File: config.mk
export PLATFORM = sky130hd
export DESIGN_NAME = usb_serial_arb
export DESIGN_NICKNAME = d
export VERILOG_FILES = /design/src/rtl/usb_serial_arb_pkg.sv /design/src/rtl/usb_serial_arb_rr_pick.sv /design/src/rtl/usb_serial_arb.sv
export SDC_FILE = /design/constraint.sdc
export NUM_CORES = 1
export LEC_CHECK = 0
export ABC_AREA = 0
export BUFFER_PORTS_ARGS = -buffer_cell sky130_fd_sc_hd__buf_4
export CORE_MARGIN = 2
export CORE_UTILIZATION = 40
export CTS_BUF_LIST = sky130_fd_sc_hd__clkbuf_4
export CTS_CLUSTER_SIZE = 20
export DETAILED_ROUTE_END_ITERATION = 7
export GPL_TIMING_DRIVEN = 1
export PLACE_DENSITY = 0.67
export SLEW_MARGIN = 20
export SYNTH_ARGS = -nofsm -noshare
export SYNTH_HDL_FRONTEND = slang
export SYNTH_HIERARCHICAL = 1
export SYNTH_SLANG_ARGS = --single-unit
export TNS_END_PERCENT = 30
File: constraint.sdc
create_clock -name clk -period 2.31 [get_ports clk]
set_input_delay 0.231 -clock clk [delete_from_list [all_inputs] [get_ports clk]]
set_output_delay 0.231 -clock clk [all_outputs]
set_load 0.03 [all_outputs]
File: src/rtl/usb_serial_arb_pkg.sv
// usb_serial_arb_pkg
//   Shared definitions for the USB serial TX arbiter and later arbiters that
//   reuse the same stream framing.
//   - state_t            : arbiter state encoding (IDLE=0, HDR=1, BURST=2)
//   - USB_SERIAL_HDR_TAG : upper nibble of the per-burst stream header byte
//   - DEF_MAX_BURST      : default bytes per grant
//   - DEF_HOLD_CYCLES    : default idle cycles tolerated before release
//   - wrap_inc()         : index increment wrapping at n-1 back to 0
package usb_serial_arb_pkg;

  typedef enum logic [1:0] {
    ST_IDLE  = 2'd0,
    ST_HDR   = 2'd1,
    ST_BURST = 2'd2
  } state_t;

  localparam logic [3:0] USB_SERIAL_HDR_TAG = 4'hF;
  localparam int DEF_MAX_BURST   = 32;
  localparam int DEF_HOLD_CYCLES = 8;

  function automatic logic [3:0] wrap_inc(input logic [3:0] idx, input int n);
    logic [3:0] r;
    if (int'(idx) >= n - 1) r = 4'd0;
    else                    r = idx + 4'd1;
    return r;
  endfunction

endpackage

File: src/rtl/usb_serial_arb_rr_pick.sv
// rr_pick
//   Combinational round-robin selector: returns the first asserted request at
//   or after the pointer, wrapping modulo NUM_SRC.
//   Ports:
//     i_req   [NUM_SRC-1:0]  request vector
//     i_ptr   [3:0]          search start index (< NUM_SRC)
//     o_found                at least one request asserted
//     o_idx   [3:0]          selected index (0 when nothing found)
module rr_pick #(
  parameter int NUM_SRC = 4
) (
  input  logic [NUM_SRC-1:0] i_req,
  input  logic [3:0]         i_ptr,
  output logic               o_found,
  output logic [3:0]         o_idx
);

  function automatic int wrap_add(input int p, input int k);
    int s;
    s = p + k;
    return (s >= NUM_SRC) ? s - NUM_SRC : s;
  endfunction

  // Scan from the farthest offset down to offset 0 so the closest request to
  // the pointer is the last (and therefore winning) assignment.
  always_comb begin
    o_found = 1'b0;
    o_idx   = 4'd0;
    for (int k = NUM_SRC - 1; k >= 0; k--) begin
      if (i_req[wrap_add(int'(i_ptr), k)]) begin
        o_found = 1'b1;
        o_idx   = 4'(wrap_add(int'(i_ptr), k));
      end
    end
  end

endmodule

File: src/rtl/usb_serial_arb.sv
// usb_serial_arb
//   Round-robin arbiter sharing the single byte stream into the USB serial IN
//   endpoint among NUM_SRC producers. A grant covers one burst; it ends on a
//   message end (src_last), after MAX_BURST bytes, or after HOLD_CYCLES idle
//   cycles. A stall (uart_tx_ready low) never ends a grant.
//   Build option: define USB_SERIAL_ARB_HDR_EN to prefix every burst with the
//   header byte 8'hF0|cur_src so the host can demux streams.
//   Ports:
//     clk, reset      clock, synchronous active-high reset
//     src_valid/data/last  per-source byte lanes (lane i = src_data[8i+7:8i])
//     src_ack         combinational consume indication per source
//     uart_tx_ready   downstream FIFO can take a byte
//     uart_tx_data    registered byte, valid with uart_tx_strobe
//     uart_tx_strobe  registered one-cycle write strobe
//     busy, cur_src   registered grant status and granted index
//
//   state    | meaning
//   ---------+---------------------------------------------------------
//   ST_IDLE  | no grant; picks next requester from rr pointer
//   ST_HDR   | granted; emitting the stream header byte (HDR build only)
//   ST_BURST | granted; forwarding bytes from cur_src
module usb_serial_arb
  import usb_serial_arb_pkg::*;
#(
  parameter int NUM_SRC     = 4,
  parameter int MAX_BURST   = DEF_MAX_BURST,
  parameter int HOLD_CYCLES = DEF_HOLD_CYCLES
) (
  input  logic                   clk,
  input  logic                   reset,
  input  logic [NUM_SRC-1:0]     src_valid,
  input  logic [8*NUM_SRC-1:0]   src_data,
  input  logic [NUM_SRC-1:0]     src_last,
  output logic [NUM_SRC-1:0]     src_ack,
  input  logic                   uart_tx_ready,
  output logic [7:0]             uart_tx_data,
  output logic                   uart_tx_strobe,
  output logic                   busy,
  output logic [3:0]             cur_src
);

  localparam int IW = (NUM_SRC > 1) ? $clog2(NUM_SRC) : 1;

  state_t     r_state;
  logic [3:0] r_cur;
  logic [3:0] r_rr;
  logic [7:0] r_byte_cnt;
  logic [7:0] r_idle_cnt;
  logic [7:0] r_tx_data;
  logic       r_tx_strobe;
  logic       r_busy;

  logic          w_found;
  logic [3:0]    w_pick;
  logic [IW-1:0] w_cur_idx;
  logic [7:0]    w_lane [NUM_SRC];
  logic          w_cur_valid;
  logic          w_consume;
  logic [7:0]    w_byte_next;
  logic [7:0]    w_idle_next;
  logic          w_rel_consume;
  logic          w_rel_idle;

  rr_pick #(.NUM_SRC(NUM_SRC)) u_pick (
    .i_req   (src_valid),
    .i_ptr   (r_rr),
    .o_found (w_found),
    .o_idx   (w_pick)
  );

  always_comb begin
    for (int i = 0; i < NUM_SRC; i++) w_lane[i] = src_data[8*i +: 8];
  end

  assign w_cur_idx   = r_cur[IW-1:0];
  assign w_cur_valid = src_valid[w_cur_idx];
  // Gated by reset so an ack can never be issued for a byte the reset drops.
  assign w_consume   = (r_state == ST_BURST) && w_cur_valid && uart_tx_ready && !reset;
  assign w_byte_next = r_byte_cnt + 8'd1;
  assign w_idle_next = r_idle_cnt + 8'd1;

  // last and burst limit on the same byte collapse into one release.
  assign w_rel_consume = src_last[w_cur_idx] || (w_byte_next == 8'(MAX_BURST));
  // A stall (ready low) is not idleness; only ready-high/valid-low counts.
  assign w_rel_idle    = (w_idle_next == 8'(HOLD_CYCLES));

  always_comb begin
    src_ack = '0;
    if (w_consume) src_ack[w_cur_idx] = 1'b1;
  end

  always_ff @(posedge clk) begin
    if (reset) begin
      r_state     <= ST_IDLE;
      r_cur       <= 4'd0;
      r_rr        <= 4'd0;
      r_byte_cnt  <= 8'd0;
      r_idle_cnt  <= 8'd0;
      r_tx_data   <= 8'd0;
      r_tx_strobe <= 1'b0;
      r_busy      <= 1'b0;
    end else begin
      r_tx_strobe <= 1'b0;
      case (r_state)
        ST_IDLE: begin
          if (w_found) begin
            r_cur      <= w_pick;
            r_busy     <= 1'b1;
            r_byte_cnt <= 8'd0;
            r_idle_cnt <= 8'd0;
`ifdef USB_SERIAL_ARB_HDR_EN
            r_state    <= ST_HDR;
`else
            r_state    <= ST_BURST;
`endif
          end
        end
`ifdef USB_SERIAL_ARB_HDR_EN
        ST_HDR: begin
          if (uart_tx_ready) begin
            r_tx_data   <= {USB_SERIAL_HDR_TAG, r_cur};
            r_tx_strobe <= 1'b1;
            r_state     <= ST_BURST;
          end
        end
`endif
        ST_BURST: begin
          if (w_consume) begin
            r_tx_data   <= w_lane[w_cur_idx];
            r_tx_strobe <= 1'b1;
            r_byte_cnt  <= w_byte_next;
            r_idle_cnt  <= 8'd0;
            if (w_rel_consume) begin
              r_busy  <= 1'b0;
              r_rr    <= wrap_inc(r_cur, NUM_SRC);
              r_state <= ST_IDLE;
            end
          end else if (uart_tx_ready && !w_cur_valid) begin
            r_idle_cnt <= w_idle_next;
            if (w_rel_idle) begin
              r_busy  <= 1'b0;
              r_rr    <= wrap_inc(r_cur, NUM_SRC);
              r_state <= ST_IDLE;
            end
          end
        end
        default: r_state <= ST_IDLE;
      endcase
    end
  end

  assign uart_tx_data   = r_tx_data;
  assign uart_tx_strobe = r_tx_strobe;
  assign busy           = r_busy;
  assign cur_src        = r_cur;

endmodule
# Word-level counts from Yosys, hierarchy flattened
# Cells that the tools add are included.
[word_totals]
ff_bits = 36
[op_classes]
add_sub_neg = 10
reduce_logical = 20
n_lt_le_gt_ge = 12
bitwise = 2
n_eq_ne = 9
muxes = 58
[ops]
columns = ["cell", "count"]
rows = [
  ["$lt A32 B4 Y1 const B", 4],
  ["$mux W32", 4],
  ["$ge A32 B4 Y1 const B", 3],
  ["$sub A32 B4 Y32 const B", 2],
  ["$mux W8", 6],
  ["$mux W4", 10],
  ["$pmux W8 S2", 2],
  ["$mux W1", 21],
  ["$add A8 B1 Y8 const B", 2],
  ["$bmux W8 S2", 1],
  ["$bmux W1 S2", 6],
  ["$add A4 B2 Y5 const B", 2],
  ["$mux W2", 5],
  ["$eq A8 B4 Y1 const B", 1],
  ["$eq A8 B6 Y1 const B", 1],
  ["$reduce_and A4 Y1", 2],
  ["$ne A3 B3 Y1 const B", 2],
  ["$reduce_and A3 Y1", 2],
  ["$reduce_bool A2 Y1", 3],
  ["$sub A5 B3 Y6 const B", 1],
  ["$add A4 B1 Y5 const B", 1],
  ["$logic_and A1 B1 Y1", 5],
  ["$reduce_and A5 Y1", 1],
  ["$sub A4 B3 Y5 const B", 1],
  ["20 further kinds", 23],
]

# Depth between registers and ports, before layout
# Gate-level depths: netlist of the first run.
[depth]
ltp_word = 12
mapped_depth = 14

# Hierarchy
# The synthesis of the first run kept the hierarchy.
[modules_own_cells]
columns = ["mod", "area_per_inst_um2", "cells_per_inst", "instances"]
rows = [
  ["usb_serial_arb", 1883.1, 216, 1],
  ["rr_pick", 721.9, 89, 1],
]

# Worst setup path before layout of the first run
# Ideal clock, no wire load.
[synth_timing]
kind = "reg-to-reg"
start = "reg r_rr[0]"
end = "reg r_idle_cnt[5]"
stages_incl_launch_ff = 11
t_arrival_ns = 2.426
slack_ns = -0.207
period_less_slack_ns = 2.517
t_required_ns = 2.219
path_cell_list = "dfxtp_1 buf_6 buf_6 inv_1 ha_1 mux4_2 nor2_1 nand2_1 nor2b_1 or2_2 a311oi_1"
[synth_via]
elab_chain_cells = 12
[synth_rtl]
columns = ["item", "line", "rtl"]
rows = [
  ["from (decl)", "usb_serial_arb.sv:46", "logic [3:0] r_rr;"],
  ["from (signal assigned)", "usb_serial_arb.sv:135", "r_rr <= wrap_inc(r_cur, NUM_SRC);"],
  ["from (signal assigned)", "usb_serial_arb.sv:142", "r_rr <= wrap_inc(r_cur, NUM_SRC);"],
  ["$add A4 B2 Y5", "usb_serial_arb_rr_pick.sv:20", "s = p + k;"],
  ["$ge A32 B4 Y1 or $sub A5 B3 Y6 (tied branches)", "-", ""],
  ["$mux W32", "-", ""],
  ["$bmux W1 S2", "usb_serial_arb_rr_pick.sv:30", "if (i_req[wrap_add(int'(i_ptr), k)]) begin"],
  ["$mux W1 (not written as such) (2 in series)", "usb_serial_arb_rr_pick.sv:30", ""],
  ["$mux W1 (3 in series)", "usb_serial_arb_rr_pick.sv:30", ""],
  ["$mux W1 *", "usb_serial_arb_rr_pick.sv:30", ""],
  ["net w_found", "usb_serial_arb.sv:53", "logic w_found;"],
  ["$ne A2 B1 Y1 (no source line) *", "-", ""],
  ["$reduce_and A3 Y1 (no source line) *", "-", ""],
  ["to (signal assigned)", "usb_serial_arb.sv:139", "r_idle_cnt <= w_idle_next;"],
  ["to (decl)", "usb_serial_arb.sv:48", "logic [7:0] r_idle_cnt;"],
]
# Mark *: on every way through the listed nets, which the timed path passes. The rest lies on a longest branch. The select of a mux whose other input is x is not followed.
# A chain may end at the register's enable or synchronous reset.

# Final worst setup path of the first run
[layout_timing]
start = "reg r_rr[1]"
end = "reg r_cur[2] (netlist: cur_src[2])"
[layout_rtl]
columns = ["item", "line", "rtl"]
rows = [
  ["$add A4 B2 Y5", "usb_serial_arb_rr_pick.sv:20", ""],
  ["$ge A32 B4 Y1 or $sub A5 B3 Y6 (tied branches)", "usb_serial_arb_rr_pick.sv:21", "return (s >= NUM_SRC) ? s - NUM_SRC : s;"],
  ["$mux W32", "usb_serial_arb_rr_pick.sv:21", ""],
  ["$bmux W1 S2", "usb_serial_arb_rr_pick.sv:30", ""],
  ["$mux W1 (not written as such) (2 in series)", "usb_serial_arb_rr_pick.sv:30", ""],
  ["$mux W4 (3 in series)", "usb_serial_arb_rr_pick.sv:30", ""],
  ["$mux W4 *", "usb_serial_arb_rr_pick.sv:30", ""],
  ["net w_pick[2]", "usb_serial_arb.sv:54", "logic [3:0] w_pick;"],
  ["to (signal assigned)", "usb_serial_arb.sv:107", "r_cur <= w_pick;"],
  ["to (decl)", "usb_serial_arb.sv:45", "logic [3:0] r_cur;"],
]
# Marked as above.

==> flow_summary_export.csv, run 1 <==
group,metric,value,unit
logic_synthesis,synth_top_area_share,26.13,%
sta,fin_worst_skew,15.72,ps
worst_setup_path,crit_type,"reg2reg",
routing,drt_iter0_drc,105,
routing,detail-route-antenna-nets,0,
clock_tree,cts_max_level,2,
floorplan,initial_core_util,41.26,%
place,dp_hpwl,4.766,mm
logic_synthesis,synthArstFlopShare,0,%
cells_and_area,finalNonFillerCells,459,
sta,relSlewSlack,73.69,%
worst_setup_path,timing.rr.end,"cur_src[2]",
logic_synthesis,synth.distinct_cells,51,
sta,slew_viol_final,0,
logic_synthesis,ys.warnings.count,6,
logic_synthesis,synth-simple-area-share,22.81,%
sta,min_period,2265,ps
place,port_buffers,60,
worst_setup_path,critical_path.max_fanout,4,
worst_hold_path,hold_path.class,"in2reg",
routing,dr.pass1.iters,4,
pwr,ir_drop,0.2306,mV
logic_synthesis,synth_xor_area_share,3.026,%
sta,min_period_over_period,98.04,%
worst_setup_path,worst_setup_path_start_kind,"flop",
pwr,power_density,393.1,mW/mm²
floorplan,die_area,0.007174,mm²
worst_setup_path,r2r_start,"r_rr[1]",
sta,hold_ws,280.8,ps
global_route,grt_use_total,18.19,%
clock_tree,ctsHoldBuffers,0,
sta,setup_viol,0,
worst_setup_path,rr_worst_depth,12,
global_route,grt-ovfl-total,0,
global_route,grt_pass1_vias,2264,
cells_and_area,post-route-util,54.36,%
clock_tree,cts_max_path_buffers,2,
worst_setup_path,crit_path_end_kind,"flop",
global_route,grt_pass1_wl,10.74,mm
cells_and_area,final_cell_mix,"buf_4 (82), nand2_1 (45), dfxtp_1 (31)",
clock_tree,cts_root_buffer,"clkbuf_4",
place,pre_cts_slack,-20.92,ps
cells_and_area,antennaDiodeCount,0,
logic_synthesis,synth_cells,305,
pwr,power.leakage,1.411,nW
logic_synthesis,synthFlopType,"dfxtp_1",
logic_synthesis,synth_edf_count,0,
status,status,"completed",
sta,hold_viol_final,0,
logic_synthesis,syn_area_per_cell,8.541,µm²
routing,drt-wirelength-per-cell,14.44,µm
worst_setup_path,cp.required,2580,ps
routing,vias,2474,
floorplan,die_w,84.70,µm
cells_and_area,final_common_cell,"buf_4",
clock_tree,cts_made_buffers,5,
place,place_inst,446,
logic_synthesis,synth_compound_area_share,18.25,%
cells_and_area,syn_to_final_growth,31.75,%
clock_tree,cts.sinks,34,
clock_tree,clkTransAtPathRegs,120,ps
worst_hold_path,worstHoldStart,"reset",
worst_hold_path,worstHoldEndpoint,"r_idle_cnt[7]",
routing,routed_wl,6.629,mm
logic_synthesis,syn-num-nets,370,
routing,drc,0,
worst_setup_path,reg2reg_setup_slack,50,ps
worst_hold_path,min_path_cells,2,
global_route,grt_antenna_before_repair,0,
logic_synthesis,synthMuxAreaShare,14.41,%
logic_synthesis,synth_fa_ha_area_share,10.57,%
global_route,grt_max_degree,38,
sta,rsz0062_at_grt,"yes",
cells_and_area,fillers,590,
place,gp_congestion,0.7747,
clock_tree,cts_tree,"yes",
logic_synthesis,synthesis.area,0.002605,mm²
floorplan,num_rows,29,
sta,tns,0,ps
clock_tree,clock_latency,340,ps
logic_synthesis,synthDominantAreaCellType,"dfxtp_1",
sta,max_slew.worst_pin.slew,394.7,ps
flow_run,maxCapViolCount,0,
logic_synthesis,synthTopCellsByArea,"dfxtp_1 (26%), mux4_2 (12%), ha_1 (11%), nand2_1 (6.5%), a21oi_1 (6.1%)",
sta,max_freq,0.4415,GHz
routing,avgViaCountPerCell,5.390,
floorplan,ioPinCount,61,
logic_synthesis,ys_seq_area_share,26.13,%
sta,layout_setup_ws,45.22,ps
logic_synthesis,ys_seq_elements,34,
worst_setup_path,arrival,2540,ps
logic_synthesis,synth_top_family_by_area,"simple AND/OR/NAND/NOR gates",
cells_and_area,nets,446,
cells_and_area,drive_above_1_share,35.08,%
floorplan,die_h,84.70,µm
floorplan,core,0.006314,mm²
-- worst max path at each step --
stage | from | endpoint | slack (ps) | depth (start not counted)
2_1_floorplan | r_rr[1] | cur_src[2] | -10 | 12
3_3_place_gp | r_rr[1] | cur_src[3] | -2 | 12
3_5_place_dp | r_rr[1] | cur_src[2] | -20 | 12
4_1_cts | r_byte_cnt[1] | r_rr[0] | 6 | 7
5_1_grt | r_rr[1] | cur_src[2] | -100 | 12
6_report | r_rr[1] | cur_src[2] | 50 | 12
-- power by group --
group / internal, mW / switching (mW)
Combinational: 0.142 / 0.133
Clock: 0.253 / 0.215
Sequential: 0.595 / 0.0108
-- kinds of logic after synthesis --
logic type	after synthesis
xor+xnor	9
simple gates	119
fa+ha+maj	22
flops	34
compound gates	75
mux	20
buf+inv	26
-- timing repair --
item	in CTS	in global routing
gates resized for setup	3	18
gates cloned	0	0
setup buffers	0	5
pin swaps	0	8
setup endpoints to repair	2	18
-- flip-flops by register name (all words and copies together) (netlist names) --
name	count
r_byte_cnt	8
r_idle_cnt	8
uart_tx_data	8
cur_src	4
r_rr	4
busy	1
uart_tx_strobe	1
-- layer usage --
metal	vias up	global-route usage (%)	wire (µm)
met5	-	0	0
met4	0	4.618	66
met3	7	2.655	218
met2	44	26.99	3080
met1	1169	27.69	3263
li1	1254	-	-
-- worst max-delay path, stage by stage, from the launching register on --
cell	delay (ps)
dfxtp_4	380
inv_2	40
ha_2	200
a21oi_4	160
xnor2_2	160
ha_2	220
a21boi_4	200
mux2i_2	250
xnor2_1	130
nand2_1	80
a32oi_2	160
nand2_1	80
a21oi_2	120
-- final cells by class --
type / count / area (µm²) / share of cell area [%]
Multi-Input combinational cell: 245 / 1899 / 55.34
Tap cell: 77 / 96.34 / 2.807
Clock buffer: 7 / 52.55 / 1.531
Inverter: 13 / 48.80 / 1.422
Sequential cell: 34 / 689.4 / 20.09
Timing Repair Buffer: 82 / 615.6 / 17.94
Clock inverter: 1 / 30.03 / 0.8750
-- Yosys cell counts, types with 3 or more instances --
| library cell | instances |
|---|---|
| a31oi_1 | 5 |
| inv_1 | 12 |
| mux2i_1 | 6 |
| or3_1 | 3 |
| o21ai_0 | 11 |
| nor3_1 | 5 |
| nand3b_1 | 3 |
| nand2_1 | 45 |
| buf_1 | 3 |
| nand3_1 | 8 |
| mux4_2 | 14 |
| clkbuf_1 | 5 |
| nand2b_1 | 6 |
| a21oi_1 | 32 |
| nor4_1 | 3 |
| a21boi_0 | 4 |
| buf_6 | 3 |
| and3_1 | 7 |
| dfxtp_1 | 34 |
| ha_1 | 22 |
| xnor2_1 | 7 |
| nor2_1 | 23 |
| a22oi_1 | 4 |
| nor2b_1 | 4 |
| a311oi_1 | 5 |
-- through the flow --
step           power (mW)  instance area, µm²
3_5_place_dp       0.8877                3231
6_report            1.349                3432
2_1_floorplan      0.7742                2633
3_3_place_gp       0.8841                3231
5_1_grt             1.408                3432
4_1_cts             1.349                3317
Power figures use the tool's default switching activity.
==> run 2, diff against run 1 <==
CORE_UTILIZATION = 34   (was 40)
PLACE_DENSITY = 0.57   (was 0.67)
clock period = 2.7 ns   (was 2.31 ns; I/O delays follow)
==> run 2 against run 1 <==
  * Clock power fell by 37%
  * Setup slack gained 200 ps
  * Sequential cell count is the same
  * Clock skew is 4.2 ps lower
  * Combinational power shrank 20%
  * Non-clock buffer count fell by 13
  * First-iteration DRC count down 10%
==> flow_summary_export.csv, run 2 (same netlist as run 1, synthesis figures left out) <==
group,metric,value,unit
place,port_buffers,60,
pwr,ir_drop,0.1966,mV
routing,drt_iter0_drc,94,
sta,max_freq,0.4074,GHz
global_route,grt_pass1_wl,11.33,mm
cells_and_area,final_design_area_no_fill,0.003231,mm²
sta,setup_viol,0,
pwr,power_density,319.7,mW/mm²
place,pre_cts_slack,112.2,ps
floorplan,die_w,91.53,µm
cells_and_area,final_cell_mix,"buf_4 (69), nand2_1 (45), dfxtp_1 (33)",
sta,fin_worst_skew,11.48,ps
clock_tree,cts_tree,"yes",
floorplan,die_area,0.008378,mm²
place,placed_area,0.003171,mm²
sta,max_slew.worst_pin.slew,483.6,ps
global_route,grt-ovfl-total,0,
routing,drt-wirelength-per-cell,14.45,µm
place,dp_hpwl,5.112,mm
clock_tree,cts_max_level,2,
sta,min_period,2454,ps
worst_setup_path,worst_setup_path_start_kind,"flop",
worst_setup_path,critical_path.max_fanout,5,
cells_and_area,nets,433,
clock_tree,clkTransAtPathRegs,120,ps
pwr,power.leakage,1.298,nW
worst_setup_path,cp.required,2950,ps
clock_tree,cts_root_buffer,"clkbuf_4",
floorplan,die_h,91.53,µm
global_route,grt_antenna_before_repair,0,
cells_and_area,antennaDiodeCount,0,
status,status,"completed",
cells_and_area,drive_above_1_share,27.91,%
worst_setup_path,crit_type,"reg2reg",
sta,min_period_over_period,90.90,%
routing,avgViaCountPerCell,5.182,
routing,dr.pass1.iters,4,
clock_tree,ctsHoldBuffers,0,
worst_setup_path,arrival,2710,ps
routing,routed_wl,6.764,mm
sta,relSlewSlack,67.69,%
sta,slew_viol_final,0,
cells_and_area,post-route-util,44.07,%
floorplan,num_rows,31,
sta,layout_setup_ws,245.6,ps
flow_run,maxCapViolCount,0,
global_route,grt_pass1_vias,2379,
floorplan,ioPinCount,61,
place,gp_congestion,0.8297,
sta,hold_viol_final,0,
clock_tree,cts.sinks,34,
routing,drc,0,
floorplan,initial_core_util,35.54,%
global_route,grt_max_degree,38,
cells_and_area,syn_to_final_growth,24.02,%
worst_setup_path,crit_path_end_kind,"flop",
routing,detail-route-antenna-nets,0,
floorplan,core,0.007331,mm²
clock_tree,clock_latency,350,ps
clock_tree,cts_max_path_buffers,2,
cells_and_area,final_common_cell,"buf_4",
global_route,grt_use_total,16.60,%
clock_tree,postCtsSetupBuffers,0,
worst_hold_path,hold_path.class,"in2reg",
sta,rsz0062_at_grt,"no",
sta,tns,0,ps
routing,vias,2425,
clock_tree,cts_made_buffers,5,
cells_and_area,fillers,746,
==> run 2: cell types whose count changed in the layout (fill, tap and decap cells not counted), moves of 2 or more <==
cell / change
a21boi_1: +2
ha_1: +4
xnor2_2: -3
clkbuf_4: -2
buf_4: -13
a21oi_1: +2
xnor2_1: +3
dfxtp_1: +2
ha_2: -3
==> run 2: metrics by stage <==
stage	std cells	power [mW]	hold WS, ps
after detailed placement	460	0.7522	446.6
final	468	1.033	325.8
after global placement	460	0.7496	442.4
after CTS	468	1.040	317.2
after global routing	468	1.086	322.8
after floorplan	305	0.6588	469.0
==> run 2: worst paths after layout <==
kind                                       from              end  slack [ps]  depth (start not counted)
worst max register to register    r_byte_cnt[0]          r_rr[1]         250                          7
worst min register to register  uart_tx_data[0]  uart_tx_data[0]         460                          2
worst max-delay path              r_byte_cnt[0]          r_rr[1]         250                          7
worst min-delay path                      reset    r_idle_cnt[7]         330                          2
==> run 2: report_power, final <==
| part | total, mW | switching [mW] | internal, mW | leakage, nW |
|---|---|---|---|---|
| Combinational | 0.221 | 0.111 | 0.110 | 0.993 |
| Clock | 0.294 | 0.197 | 0.0969 | 0.0286 |
| Sequential | 0.518 | 0.00799 | 0.510 | 0.276 |
==> run 2: worst max-delay path, stage by stage (launching register included) <==
cell	delay [ps]
dfxtp_1	380
ha_1	270
and3_1	270
mux2i_1	210
a31oi_1	110
or4b_4	560
a21oi_4	250
mux2i_1	300
==> run 2: cell type report <==
cell class / count / area (µm²) / share of cell area (%)
Clock buffer: 5 / 37.54 / 1.162
Clock inverter: 3 / 16.27 / 0.5035
Inverter: 13 / 48.80 / 1.510
Multi-Input combinational cell: 245 / 1802 / 55.77
Sequential cell: 34 / 684.4 / 21.19
Tap cell: 99 / 123.9 / 3.834
Timing Repair Buffer: 69 / 518.0 / 16.03
==> run 2: metal layers <==
metal  GRT usage, %  vias up  part of all wire, %
met5              0        -                    0
met3          3.402        7                  4.5
met1          23.82     1136                   49
met2          25.49       48                   46
li1               -     1234                    -
met4          3.914        0                 0.83
==> run 2: repair_timing <==
item | CTS | global route
setup endpoints to repair | 0 | 12
resized for setup | 0 | 5
hold endpoints to repair | 0 | 0
==> run 3, diff against run 2 <==
CTS_BUF_LIST = default   (was sky130_fd_sc_hd__clkbuf_4)
==> run 3 against run 2 <==
  * Register-to-register slack improved by 30 ps
  * Via count increased by 0.12%
  * Clock-buffer cell count up 1
  * Sequential power is essentially flat
  * Clock power increased by 39%
  * Non-clock buffer count unchanged
  * Clock skew shrank 5.6 ps
  * Sequential cell count is the same
  * Wire length down 0.13%
  * Largest cell class unchanged
  * Largest power group unchanged
==> flow_summary_export.csv, run 3 (same netlist as run 1, synthesis figures left out) <==
group,metric,value,unit
pwr,clock_power_share,35.6,%
worst_setup_path,critical_path.max_fanout,7,
sta,fin_worst_skew,5.831,ps
cells_and_area,finalNonFillerCells,468,
pwr,ir_drop,0.2150,mV
place,place_inst,460,
sta,hold_viol_final,0,
floorplan,core,0.007331,mm²
cells_and_area,final_design_area_no_fill,0.003273,mm²
floorplan,initial_core_util,35.54,%
routing,wl_met3,213,µm
clock_tree,cts_root_buffer,"clkbuf_8",
clock_tree,cts_made_buffers,5,
clock_tree,cts_max_path_buffers,2,
routing,drt_iter0_drc,85,
floorplan,die_area,0.008378,mm²
sta,max_slew.worst_pin.slew,477.3,ps
clock_tree,clkTransAtPathRegs,80,ps
clock_tree,cts_max_level,2,
worst_setup_path,cp_slowest_stage_delay,390,ps
worst_hold_path,hold_path.class,"in2reg",
global_route,grt_antenna_before_repair,0,
sta,setup_viol,0,
sta,tns,0,ps
global_route,grt_use_total,16.62,%
routing,detail-route-antenna-nets,0,
worst_setup_path,cp.required,2900,ps
pwr,power_density,350.6,mW/mm²
global_route,grt-ovfl-total,0,
routing,dr.pass1.iters,4,
cells_and_area,nets,433,
floorplan,ioPinCount,61,
floorplan,num_rows,31,
pwr,combPwrFrac,19.3,%
place,gp_congestion,0.8297,
routing,routed_wl,6.755,mm
cells_and_area,final_common_cell,"buf_4",
worst_setup_path,worst_setup_path_start_kind,"flop",
flow_run,maxCapViolCount,0,
pwr,p_seq_share,45.2,%
clock_tree,ctsHoldBuffers,0,
pwr,totalPowerFinal,1.148,mW
routing,drc,0,
worst_setup_path,crit_type,"reg2reg",
floorplan,die_w,91.53,µm
cells_and_area,syn_to_final_growth,25.65,%
place,placed_area,0.003171,mm²
floorplan,die_h,91.53,µm
place,port_buffers,60,
routing,m1WireLength,3.391,mm
pwr,power.leakage,1.316,nW
routing,vias,2428,
pwr,p_switching,322.0,µW
worst_setup_path,arrival,2620,ps
clock_tree,clock_latency,290,ps
cells_and_area,drive_above_1_share,28.46,%
routing,drt-wirelength-per-cell,14.43,µm
sta,max_freq,0.4126,GHz
routing,top_layer,"met4",
worst_setup_path,crit_slowest_cell,"dfxtp_2",
status,status,"completed",
cells_and_area,final_cell_mix,"buf_4 (69), nand2_1 (45), dfxtp_1 (33)",
global_route,grt_max_degree,38,
pwr,intPower,825.6,µW
place,dp_hpwl,5.112,mm
routing,avgViaCountPerCell,5.188,
global_route,grt_pass1_vias,2362,
clock_tree,cts_tree,"yes",
sta,slew_viol_final,0,
routing,routed-wl-met2,3.111,mm
sta,min_period_over_period,89.75,%
global_route,grt_pass1_wl,11.35,mm
sta,min_period,2423,ps
pwr,swShare,28.06,%
worst_setup_path,path_cells,"inv_1, ha_1, mux4_2, nor2_1, nand2_1, nor2b_1, or2_2, a311oi_1",
sta,relSlewSlack,68.11,%
cells_and_area,antennaDiodeCount,0,
clock_tree,cts.sinks,34,
sta,rsz0062_at_grt,"no",
cells_and_area,post-route-util,44.65,%
worst_setup_path,crit_path_end_kind,"flop",
==> run 3: final cells by class <==
class	count	area, µm²
timing repair buffer	69	518.0
clock buffer	6	82.58
inverter	13	48.80
sequential	34	681.9
fill	740	4058
multi-input combinational	245	1805
clock inverter	2	12.51
tap	99	123.9
==> run 3: final timing paths <==
path	start	end	slack [ps]	cells after the start
worst min-delay path	reset	r_idle_cnt[7]	390	2
worst min register to register	uart_tx_data[3]	uart_tx_data[3]	460	2
worst max register to register	r_rr[1]	r_idle_cnt[4]	280	8
worst max-delay path	r_rr[1]	r_idle_cnt[4]	280	8
==> run 3: per-layer routing <==
metal | vias up | global-route usage (%)
met5 | - | 0
met3 | 4 | 3.071
li1 | 1231 | -
met4 | 0 | 3.662
met2 | 37 | 25.74
met1 | 1156 | 23.97
==> run 3: power groups by stage <==
stage          Clock, mW  Sequential [mW]  Combinational, mW
6_report           0.408            0.518              0.221
5_1_grt            0.442            0.520              0.242
4_1_cts            0.418            0.518              0.222
3_5_place_dp           0            0.530              0.222
3_3_place_gp           0            0.530              0.220
2_1_floorplan          0            0.545              0.113
==> run 3: through the flow <==
step | setup slack (ps) | hold slack (ps)
after floorplan | 183.1 | 469.0
after global placement | 206.2 | 442.4
after detailed placement | 112.2 | 446.6
after CTS | 92.96 | 382.6
after global routing | 37.90 | 396.5
final | 276.6 | 386.0
==> run 3: repair_timing <==
action / in CTS / in global routing
buffers inserted: 0 / 0
resized for setup: 0 / 5
endpoints found under the setup margin: 0 / 12
==> run 3: critical path, delay by kind of cell, from the launching register on <==
family                   cells  cell delay, ps
multiplexers                 1             370
AO/OA/AOI/OAI                1             280
adder cells (fa/ha/maj)      1             330
AND/OR/NAND/NOR              4             870
flip-flops                   1             390
buffers and inverters        1              90
